[src/rtl/nibble_serial_add_ctrl.sv]
// Serial wide adder controller: feeds an external 4-bit adder one nibble per cycle, LSB first.
// Optional signed-overflow output enabled by defining SERIAL_ADD_OVF_EN.
module nibble_serial_add_ctrl #(
    parameter int NIBBLES = 4
) (
    input  logic                   clk,
    input  logic                   rst,
    input  logic                   in_valid,
    output logic                   in_ready,
    input  logic [4*NIBBLES-1:0]   in_a,
    input  logic [4*NIBBLES-1:0]   in_b,
    input  logic                   in_cin,
    output logic [3:0]             add_a,
    output logic [3:0]             add_b,
    output logic                   add_cin,
    input  logic [3:0]             add_sum,
    input  logic                   add_cout,
    output logic                   out_valid,
    input  logic                   out_ready,
    output logic [4*NIBBLES-1:0]   out_sum,
    output logic                   out_cout
`ifdef SERIAL_ADD_OVF_EN
    ,
    output logic                   out_ovf
`endif
);

    localparam int W  = 4 * NIBBLES;
    localparam int KW = (NIBBLES > 1) ? $clog2(NIBBLES) : 1;
    localparam logic [KW-1:0] K_LAST = KW'(NIBBLES - 1);

    typedef enum logic [1:0] {
        IDLE,
        RUN,
        DONE
    } state_t;

    state_t          state_q, state_d;
    logic [KW-1:0]   k_q, k_d;
    logic [W-1:0]    a_q, a_d;
    logic [W-1:0]    b_q, b_d;
    logic            cin_q, cin_d;
    logic            carry_q, carry_d;
    logic [W-1:0]    result_q, result_d;
`ifdef SERIAL_ADD_OVF_EN
    logic            ovf_q, ovf_d;
`endif

    assign in_ready  = (state_q == IDLE);
    assign out_valid = (state_q == DONE);
    assign out_sum   = result_q;
    assign out_cout  = carry_q;
`ifdef SERIAL_ADD_OVF_EN
    assign out_ovf   = ovf_q;
`endif

    // Adder drive depends only on registered state so no input reaches the adder combinationally.
    always_comb begin
        add_a   = 4'h0;
        add_b   = 4'h0;
        add_cin = 1'b0;
        if (state_q == RUN) begin
            for (int i = 0; i < NIBBLES; i++) begin
                if (k_q == KW'(i)) begin
                    add_a = a_q[i*4 +: 4];
                    add_b = b_q[i*4 +: 4];
                end
            end
            add_cin = (k_q == '0) ? cin_q : carry_q;
        end
    end

    always_comb begin
        state_d  = state_q;
        k_d      = k_q;
        a_d      = a_q;
        b_d      = b_q;
        cin_d    = cin_q;
        carry_d  = carry_q;
        result_d = result_q;
`ifdef SERIAL_ADD_OVF_EN
        ovf_d    = ovf_q;
`endif
        case (state_q)
            IDLE: begin
                if (in_valid) begin
                    a_d      = in_a;
                    b_d      = in_b;
                    cin_d    = in_cin;
                    k_d      = '0;
                    carry_d  = 1'b0;
                    result_d = '0;
`ifdef SERIAL_ADD_OVF_EN
                    ovf_d    = 1'b0;
`endif
                    state_d  = RUN;
                end
            end
            RUN: begin
                for (int i = 0; i < NIBBLES; i++) begin
                    if (k_q == KW'(i)) begin
                        result_d[i*4 +: 4] = add_sum;
                    end
                end
                carry_d = add_cout;
                if (k_q == K_LAST) begin
                    k_d     = '0;
                    state_d = DONE;
`ifdef SERIAL_ADD_OVF_EN
                    // Overflow: like-signed operands producing a sum of the opposite sign.
                    ovf_d   = (a_q[W-1] == b_q[W-1]) && (add_sum[3] != a_q[W-1]);
`endif
                end else begin
                    k_d = k_q + 1'b1;
                end
            end
            DONE: begin
                if (out_ready) begin
                    state_d = IDLE;
`ifdef SERIAL_ADD_OVF_EN
                    ovf_d   = 1'b0;
`endif
                end
            end
            default: begin
                state_d = IDLE;
            end
        endcase
    end

    always_ff @(posedge clk or posedge rst) begin
        if (rst) begin
            state_q  <= IDLE;
            k_q      <= '0;
            a_q      <= '0;
            b_q      <= '0;
            cin_q    <= 1'b0;
            carry_q  <= 1'b0;
            result_q <= '0;
`ifdef SERIAL_ADD_OVF_EN
            ovf_q    <= 1'b0;
`endif
        end else begin
            state_q  <= state_d;
            k_q      <= k_d;
            a_q      <= a_d;
            b_q      <= b_d;
            cin_q    <= cin_d;
            carry_q  <= carry_d;
            result_q <= result_d;
`ifdef SERIAL_ADD_OVF_EN
            ovf_q    <= ovf_d;
`endif
        end
    end

endmodule

[config.mk]
export PLATFORM = sky130hd
export DESIGN_NAME = nibble_serial_add_ctrl
export DESIGN_NICKNAME = d
export VERILOG_FILES = /design/src/rtl/nibble_serial_add_ctrl.sv
export SDC_FILE = /design/constraint.sdc
export NUM_CORES = 1
export LEC_CHECK = 0
export CAP_MARGIN = 40
export CORE_UTILIZATION = 47
export DETAILED_ROUTE_END_ITERATION = 6
export PLACE_DENSITY = 0.79
export SYNTH_ARGS = -nofsm -noshare
export SYNTH_HDL_FRONTEND = slang
export SYNTH_SLANG_ARGS = --single-unit
[constraint.sdc]
create_clock -name clk -period 2.66 [get_ports clk]
set_clock_uncertainty 0.15 [all_clocks]
set_input_delay 0.798 -clock clk [delete_from_list [all_inputs] [get_ports clk]]
set_output_delay 0.798 -clock clk [all_outputs]
set_load 0.005 [all_outputs]
After elaboration in Yosys (flattened, before gate mapping). Index checks and enable logic that the tools add are counted.

Add/sub/neg operators: 1. Equal/unequal tests: 11. Muxes and demuxes: 27. Reductions and logical operators: 10.

Operators by type and width (count): $mux 4 (14); $pmux 16 s2 (1); $mux 16 (1); $reduce_and 3->1 (5); $mux 2 (5); $ne 2x1->1 const B (5); $eq 2x2->1 const B (3); $pmux 2 s3 (1); $eq 2x1->1 const B (2); $logic_not 2->1 (2); $pmux 2 s2 (1); $reduce_and 2->1 (2); $mux 1 (3); $add 2x1->2 const B (1); $ne 2x2->1 const B (1); $pmux 1 s2 (1); $reduce_bool 2->1 (1).

Register bits after elaboration: 54. Input bits: 42. Output and inout port bits: 28. Logic and storage cells: 59.

Depth between registers and ports, before layout.
Depth after elaboration: 6. Mapped depth: 7. Gate-level depth less buffers: 5.

Least setup slack after synthesis. OpenSTA, ideal clock, no wires.

Kind: register to output. Start point: register k_q[0]. End point: output add_a[2]. Data arrival time: 1.428 ns. Data required time: 1.712 ns. Setup slack: 0.284 ns. Stages on the path, launching flop included: 8. Buffers on the path: 2. Path through: dfrtp_1 -> inv_1 -> ha_1 -> buf_4 -> and2b_1 -> buf_4 -> a221oi_1 -> o41ai_1.

Word-level cells in the longest chain between the ends: 6.

Ends and longest elaborated chain: start, declared (RTL line 39) `logic [KW-1:0] k_q, k_d;`; start signal, assigned (RTL line 145) `k_q <= k_d;`; $logic_not 2->1 (RTL line 64) `if (k_q == KW'(i)) begin`; $mux 4 (3 in series) (RTL line 64); $mux 4 * (RTL line 64); $mux 4 * (RTL line 62) `if (state_q == RUN) begin`; end, declared (RTL line 13) `output logic [3:0] add_a,`.

Mark *: on every way between the ends. The rest lies on a longest branch, timed or not.

Final worst setup path.
Start point: register k_q[1]. End point: output add_b[0].

Word-level cells in the longest chain between the ends: 6.

Ends and longest elaborated chain: $logic_not 2->1 (RTL line 64); $mux 4 (3 in series) (RTL line 64); $mux 4 * (RTL line 64); $mux 4 * (RTL line 62); end, declared (RTL line 14) `output logic [3:0] add_b,`.

Marked as above.

==> results.txt <==
Placer Congestion - 0.743
number of global-route vias before repair - 1,895
Setup crit start kind - flip-flop
number of max-cap violations - 0
clock net sink count - 54
yosys warns - 0
Starting Density - 50.4%
slowest stage delay, CP - 0.40 ns
hold buffers post-CTS - 0
Hold Vio Cnt, Final - 0
CTS H-tree lvls - 2
vias - 1,870
Max-slew headroom - 67.8%
final setup fails - 8
total CTS buffers - 5
final net count - 309
pwr dens - 1200 nW/um^2
Synth Register Bits - 54
worst setup margin - -0.119 ns
Congestion Overflow GR - 0
synth unique cells - 27
VDD IR max - 0.000559 V
status - finished with violations
I/O pin cnt - 70
Crit. Startpoint - k_q[1]
Die Ht - 74.3 um
cells after synthesis - 180
Max FO, Critical Path - 3
Synth Flop Type - dfrtp_1
worst-margin pin slew - 0.482 ns
Final Cell Area - 3610 um^2
kind of critical path - reg2out
drt pass-1 iters - 4
hold path startpoint - out_sum[9]
Row Count - 25
Max Slew Vio Count - 0
worst hold margin - 0.347 ns
worst skew pair latency - 0.30 ns
async set or reset register ratio after synthesis - 100%
Leakage - 0.00150 uW
die area - 5530 um^2
failing checks - negative setup slack
Clk pin slew, worst setup/hold paths - 0.10 ns
Reg2Reg Launch Point - state_q[0]
Critical-path top delay cell - dfrtp_1
DR vias/cell - 5.65
Tcrit/Tclk final - 104%
post-route ant nets - 0
DP Wirelength - 3770 um
CP required - 1.71 ns
Residual DRC - 0
die span in x - 74.3 um
Tmin final - 2.78 ns
first-pass GRT wire length - 9130 um
All-Layer GR Usage - 22.2%
commonest cells after routing, fill and taps aside - clkdlybuf4s50_1, dfrtp_1, mux2_2
Port Buffers - 69
largest net degree at the start of global routing - 42
routed length per placed instance - 17.4 um
crit path capture type - output port
Arr. time, crit path - 1.83 ns
Initial DRC Count - 97
Syn Nets - 226
Avg Cell Area, Syn - 13.7 um^2
TritonCTS clock tree - built
Seq/Total Area, Yosys - 54.9%
RSZ-0062 raised after global routing - yes
worst min path class - reg2reg
most common cell after layout, fill and taps aside - clkdlybuf4s50_1
Clock Path Buffers - 2
area delta synth->final - 46.8%
root buffer selected by CTS - clkbuf_8
Post-Syn Area - 2460 um^2
Post-synth EDFFs - 0
CP Cell Sequence - inv_2, ha_4, and2b_2, buf_6, a221oi_4, o41ai_4, buf_2
initial antenna violation count - 0
WL final - 5760 um
fraction of layout instances using a drive strength above 1 - 38.6%
fmax - 360 MHz
FF-to-FF setup slack - 0.98 ns
Placeable Area - 4880 um^2
Placed Area - 3320 um^2
diode count - 0
[power by group]
group / total (uW) / switching (uW) / internal [uW]
Clock: 457 / 272 / 186
Combinational: 2380 / 1040 / 1340
Sequential: 1500 / 284 / 1210
[metrics by stage]
step | cells | power, uW | utilization [%] | setup slack (ns) | setup TNS, ns
2_1_floorplan | 180 | 2640 | - | 0.284 | 0
3_3_place_gp | 322 | 3450 | 68.0 | -0.285 | -1.84
3_5_place_dp | 322 | 3520 | 68.0 | -0.302 | -1.98
4_1_cts | 331 | 4250 | 73.3 | -0.135 | -0.781
5_1_grt | 331 | 4590 | 74.0 | -0.194 | -1.29
6_report | 331 | 4330 | 74.0 | -0.119 | -0.768
[sequential cells by signal (all words and copies together) (netlist names)]
name and count:
k_q 2, out_cout 1, b_q 16, a_q 16, cin_q 1, state_q 2
out_sum 16
[layer usage]
metal  global-route usage (%)  share of wire, %  up-vias
li1                         -                 -      852
met1                     28.6                42      931
met2                     38.3                51       81
met3                     4.74               6.2        6
met4                     5.87              0.73        0
met5                        0                 0        -
[cell families after synthesis]
family                   after synthesis  share of synthesized area, %
buffers and inverters                 20                          6.05
AND/OR/NAND/NOR                       27                          6.51
flip-flops                            54                          54.9
AO/OA/AOI/OAI                         41                          15.0
adder cells (fa/ha/maj)                4                          2.03
multiplexers                          34                          15.5
[cell usage after synthesis, types with 3 or more instances]
cell type  count  area, um^2
inv_1          4        15.0
a21oi_2        3        26.3
ha_1           4        50.1
o41ai_1        8        70.1
a221oi_1       8        70.1
a32o_1        16         160
buf_6          5        56.3
buf_4          6        45.0
dfrtp_1       54        1350
nand2_1        3        11.3
nor2b_1       10        62.6
nand3_1        8        40.0
mux2_2        33         372
[worst max-delay path, delay by kind of cell, from the launching register on]
kind | cells | cell delay (ns)
DFF | 1 | 0.40
buffers and inverters | 3 | 0.40
AOI/OAI and AO/OA | 2 | 0.35
and+or+nand+nor | 1 | 0.24
adders and majority gates | 1 | 0.15
[cell type report]
| cell class | instances | area [um^2] |
|---|---|---|
| sequential | 54 | 1350 |
| fill | 333 | 1270 |
| multi-input combinational | 106 | 1180 |
| timing repair buffer | 92 | 887 |
| tap | 67 | 83.8 |
| clock buffer | 5 | 68.8 |
| clock inverter | 3 | 21.3 |
| inverter | 4 | 15.0 |
[timing repair]
action,in CTS,in global routing
gates resized for setup,65,5
setup buffers,2,0
pin swaps,13,1
setup endpoints to repair,9,9
[worst paths after layout]
check                                  end  cells after the start
worst max-delay path              add_b[0]                      7
min in group asynchronous          a_q[14]                      2
worst min register to register  out_sum[9]                      1
max in group asynchronous       out_sum[3]                      3
worst min-delay path            out_sum[9]                      1
worst max register to register      a_q[1]                      4
Power figures use the tool's default switching activity.
==> RTL edit 1 (same flow settings) <==
Set the parameter `NIBBLES` to 2 (it was 4).
--- a/src/rtl/nibble_serial_add_ctrl.sv
+++ b/src/rtl/nibble_serial_add_ctrl.sv
@@ -1,7 +1,7 @@
 // Serial wide adder controller: feeds an external 4-bit adder one nibble per cycle, LSB first.
 // Optional signed-overflow output enabled by defining SERIAL_ADD_OVF_EN.
 module nibble_serial_add_ctrl #(
-    parameter int NIBBLES = 4
+    parameter int NIBBLES = 2
 ) (
     input  logic                   clk,
     input  logic                   rst,
Ports: changed (resized in_a, in_b and out_sum); port bits go from 70 to 46. No check against the original RTL was run, so the function may have changed too.
==> RTL edit 1 against the unedited design <==
Area after synthesis decreased by 42%; sequential share of layout area decreased by 0.91 points; power decreased by 50%; setup slack improved by 0.18 ns; register-to-register slack improved by 0.07 ns; the run ends with design-rule violations left; routed wire length decreased by 48%; largest power group unchanged; die area decreased by 41%; sequential cell count decreased by 25; combinational power decreased by 53%; critical path type unchanged; design area decreased by 45%; worst hold slack improved by 0.014 ns.
==> RTL edit 1: results <==
export IMPL_drc=2
export IMPL_insertion_delay_ns=0.33
export IMPL_vdd_ir_drop_worst_v=0.000510
export IMPL_wl_met3_um=147
export IMPL_avgSynthCellArea_um2=13.4
export IMPL_tightest_slew_ns=0.434
export IMPL_min_from="b_q[6]$_DFFE_PP0P_"
export IMPL_hpwl_mm=2.08
export IMPL_grt_pass1_vias=1080
export IMPL_yosys_top_cells_area="dfrtp_1, mux2_4, mux2i_1"
export IMPL_outcome="finished with violations"
export IMPL_violations="design-rule violations"
export IMPL_num_fill_cells=223
export IMPL_dpl_cell_area_um2=1910
export IMPL_portBuffers=45
export IMPL_switchingPower_mw=0.689
export IMPL_grt_max_degree=30
export IMPL_routed_wl_met2_mm=1.50
export IMPL_vias=1019
export IMPL_hold_path_end="b_q[6]$_DFFE_PP0P_"
export IMPL_routedWlPerCell_um=16.0
export IMPL_synthMuxAreaShare_pct=23.3
export IMPL_gp_congestion=0.743
export IMPL_r2r_end="cin_q$_DFFE_PP0P_"
export IMPL_synthesis_nets=132
export IMPL_ys_top_cells_by_count="dfrtp_1, mux2_4, nor2_1"
export IMPL_drive_gt1_share_pct=22.9
export IMPL_setup_slack_ns=0.0605
export IMPL_grt_pass1_wl_mm=4.99
export IMPL_met1Wirelength_mm=1.27
export IMPL_cts_buffers=5
export IMPL_crit_fanout=9
export IMPL_first_iter_violations=36
export IMPL_p_leak_nw=0.948
export IMPL_pwr_group_combinational_mw=1.11
export IMPL_synth_distinct_cells=21
export IMPL_fin_util_pct=70.8
export IMPL_dr_pass1_iters=6
export IMPL_cts_root_buf="clkbuf_4"
export IMPL_grt_use_total_pct=21.5
export IMPL_ff2ff_setup_slack_ns=1.05
export IMPL_endpoint="add_b[0]"
export IMPL_yosysSeqAreaShare_pct=51.2
export IMPL_instances_no_fill=188
export IMPL_seq_power_share_pct=36.1
export IMPL_r2r_start="state_q[1]$_DFFE_PP0P_"
export IMPL_final_nets=183
export IMPL_synthAdderAreaFrac_pct=0
export IMPL_slowest_stage="clkdlybuf4s50_1"
export IMPL_worstPathArrival_ns=1.65
export IMPL_max_stage_delay_ns=0.51
==> RTL edit 1: cell types whose count changed after synthesis, sizes merged, moves of 9 or more <==
cell / delta
a32o: -16
buf: -9
dfrtp: -25
mux2: -15
==> RTL edit 1: cell type report <==
type	count	share of cell area, %
multi-input cells	68	32.2
inverters	2	0.378
flip-flops and latches	29	36.5
repair buffers	51	26.2
clock buffers	7	2.77
well taps	31	1.95
==> RTL edit 1: timing repair <==
item	CTS	global route
endpoints found under the setup margin	9	10
gates resized for setup	1	6
gates cloned	0	0
buffers inserted	0	0
==> RTL edit 1: routing by layer <==
layer,up-vias,GRT usage (%)
li1,482,-
met1,505,26.7
met2,24,33.3
met3,8,6.45
met4,0,12.5
met5,-,0
==> RTL edit 1: kinds of logic after synthesis <==
kind of cell | after synthesis
flip-flops | 29
buffers and inverters | 9
AO/OA/AOI/OAI | 12
AND/OR/NAND/NOR | 29
multiplexers | 27
==> RTL edit 2 (same settings) <==
Without the edit above. Take the reset off `b_q` and load it in a clocked block of its own.
--- a/src/rtl/nibble_serial_add_ctrl.sv
+++ b/src/rtl/nibble_serial_add_ctrl.sv
@@ -133,7 +133,6 @@
             state_q  <= IDLE;
             k_q      <= '0;
             a_q      <= '0;
-            b_q      <= '0;
             cin_q    <= 1'b0;
             carry_q  <= 1'b0;
             result_q <= '0;
@@ -144,7 +143,6 @@
             state_q  <= state_d;
             k_q      <= k_d;
             a_q      <= a_d;
-            b_q      <= b_d;
             cin_q    <= cin_d;
             carry_q  <= carry_d;
             result_q <= result_d;
@@ -154,5 +152,9 @@
         end
     end
 
+    always_ff @(posedge clk) begin
+        b_q <= b_d;
+    end
+
 endmodule
 
Check against the original RTL: no difference found for any inputs over 10 cycles, from zero or initial values and one cycle with rst high; that may be too few to reach the edited logic, so the function may still have changed.
==> RTL edit 2 against the unedited design <==
The run still ends with negative setup slack left; count of clock-buffer cells in the layout increased by 2; sequential power fell by 7%; sequential cell count unchanged; area after synthesis is 4.5% lower; routed wire length decreased by 4.6%; first-iteration DRC count down 8.2%; worst hold slack got worse by 0.0013 ns; design area fell by 1.8%; core utilization up 0.61 points; setup slack better by 0.015 ns; maximum frequency up 0.54%; power down 4.8%; critical path type unchanged; largest power group unchanged.
==> RTL edit 2: results <==
export IMPL_met2_usage_pct=38.2
export IMPL_outcome="finished with violations"
export IMPL_use_met1_pct=28.1
export IMPL_syn_inst=164
export IMPL_violations="negative setup slack"
export IMPL_crit_fanout=7
export IMPL_pre_cts_ws_ns=-0.299
export IMPL_synth_compound_area_share_pct=16.8
export IMPL_hpwl_mm=3.58
export IMPL_routed_wl_mm=5.50
export IMPL_max_slew_margin_pct=68.4
export IMPL_wl_met3_um=351
export IMPL_yosys_top_cells_area="dfrtp_1, edfxtp_1, mux2_2"
export IMPL_p_leak_nw=1.43
export IMPL_setup_viol=8
export IMPL_grt_pass1_vias=1789
export IMPL_dp_cells=307
export IMPL_vdd_ir_drop_worst_v=0.000561
export IMPL_drive_gt1_share_pct=34.3
export IMPL_routedWlPerCell_um=17.1
export IMPL_final_nets=299
export IMPL_async_flop_share_pct=70.4
export IMPL_setup_slack_ns=-0.104
export IMPL_synthMuxAreaShare_pct=8.57
export IMPL_whs_ns=0.345
export IMPL_synth_distinct_cells=30
export IMPL_grt_pass1_wl_mm=8.64
export IMPL_internal_power_mw=2.65
export IMPL_ys_top_cells_by_count="dfrtp_1, a32o_1, mux2_2"
[RTL edit 2: layout make-up]
type / instances / area [µm²]
clock buffer: 7 / 86.3
clock inverter: 1 / 5.00
fill: 318 / 1210
inverter: 4 / 17.5
multi-input combinational: 92 / 993
sequential: 54 / 1430
tap: 67 / 83.8
timing repair buffer: 96 / 928
[RTL edit 2: path summary, 6_finish.rpt]
kind / start / end / cells past startpoint
setup reg to reg: k_q[0]$_DFFE_PP0P_ / out_sum[13]$_DFFE_PP0P_ / 6
hold reg to reg: out_sum[3]$_DFFE_PP0P_ / out_sum[3]$_DFFE_PP0P_ / 1
hold / removal: out_sum[3]$_DFFE_PP0P_ / out_sum[3]$_DFFE_PP0P_ / 1
setup / recovery: k_q[1]$_DFFE_PP0P_ / add_a[0] / 7
min in group asynchronous: rst / out_sum[4]$_DFFE_PP0P_ / 3
max in group asynchronous: rst / k_q[0]$_DFFE_PP0P_ / 3
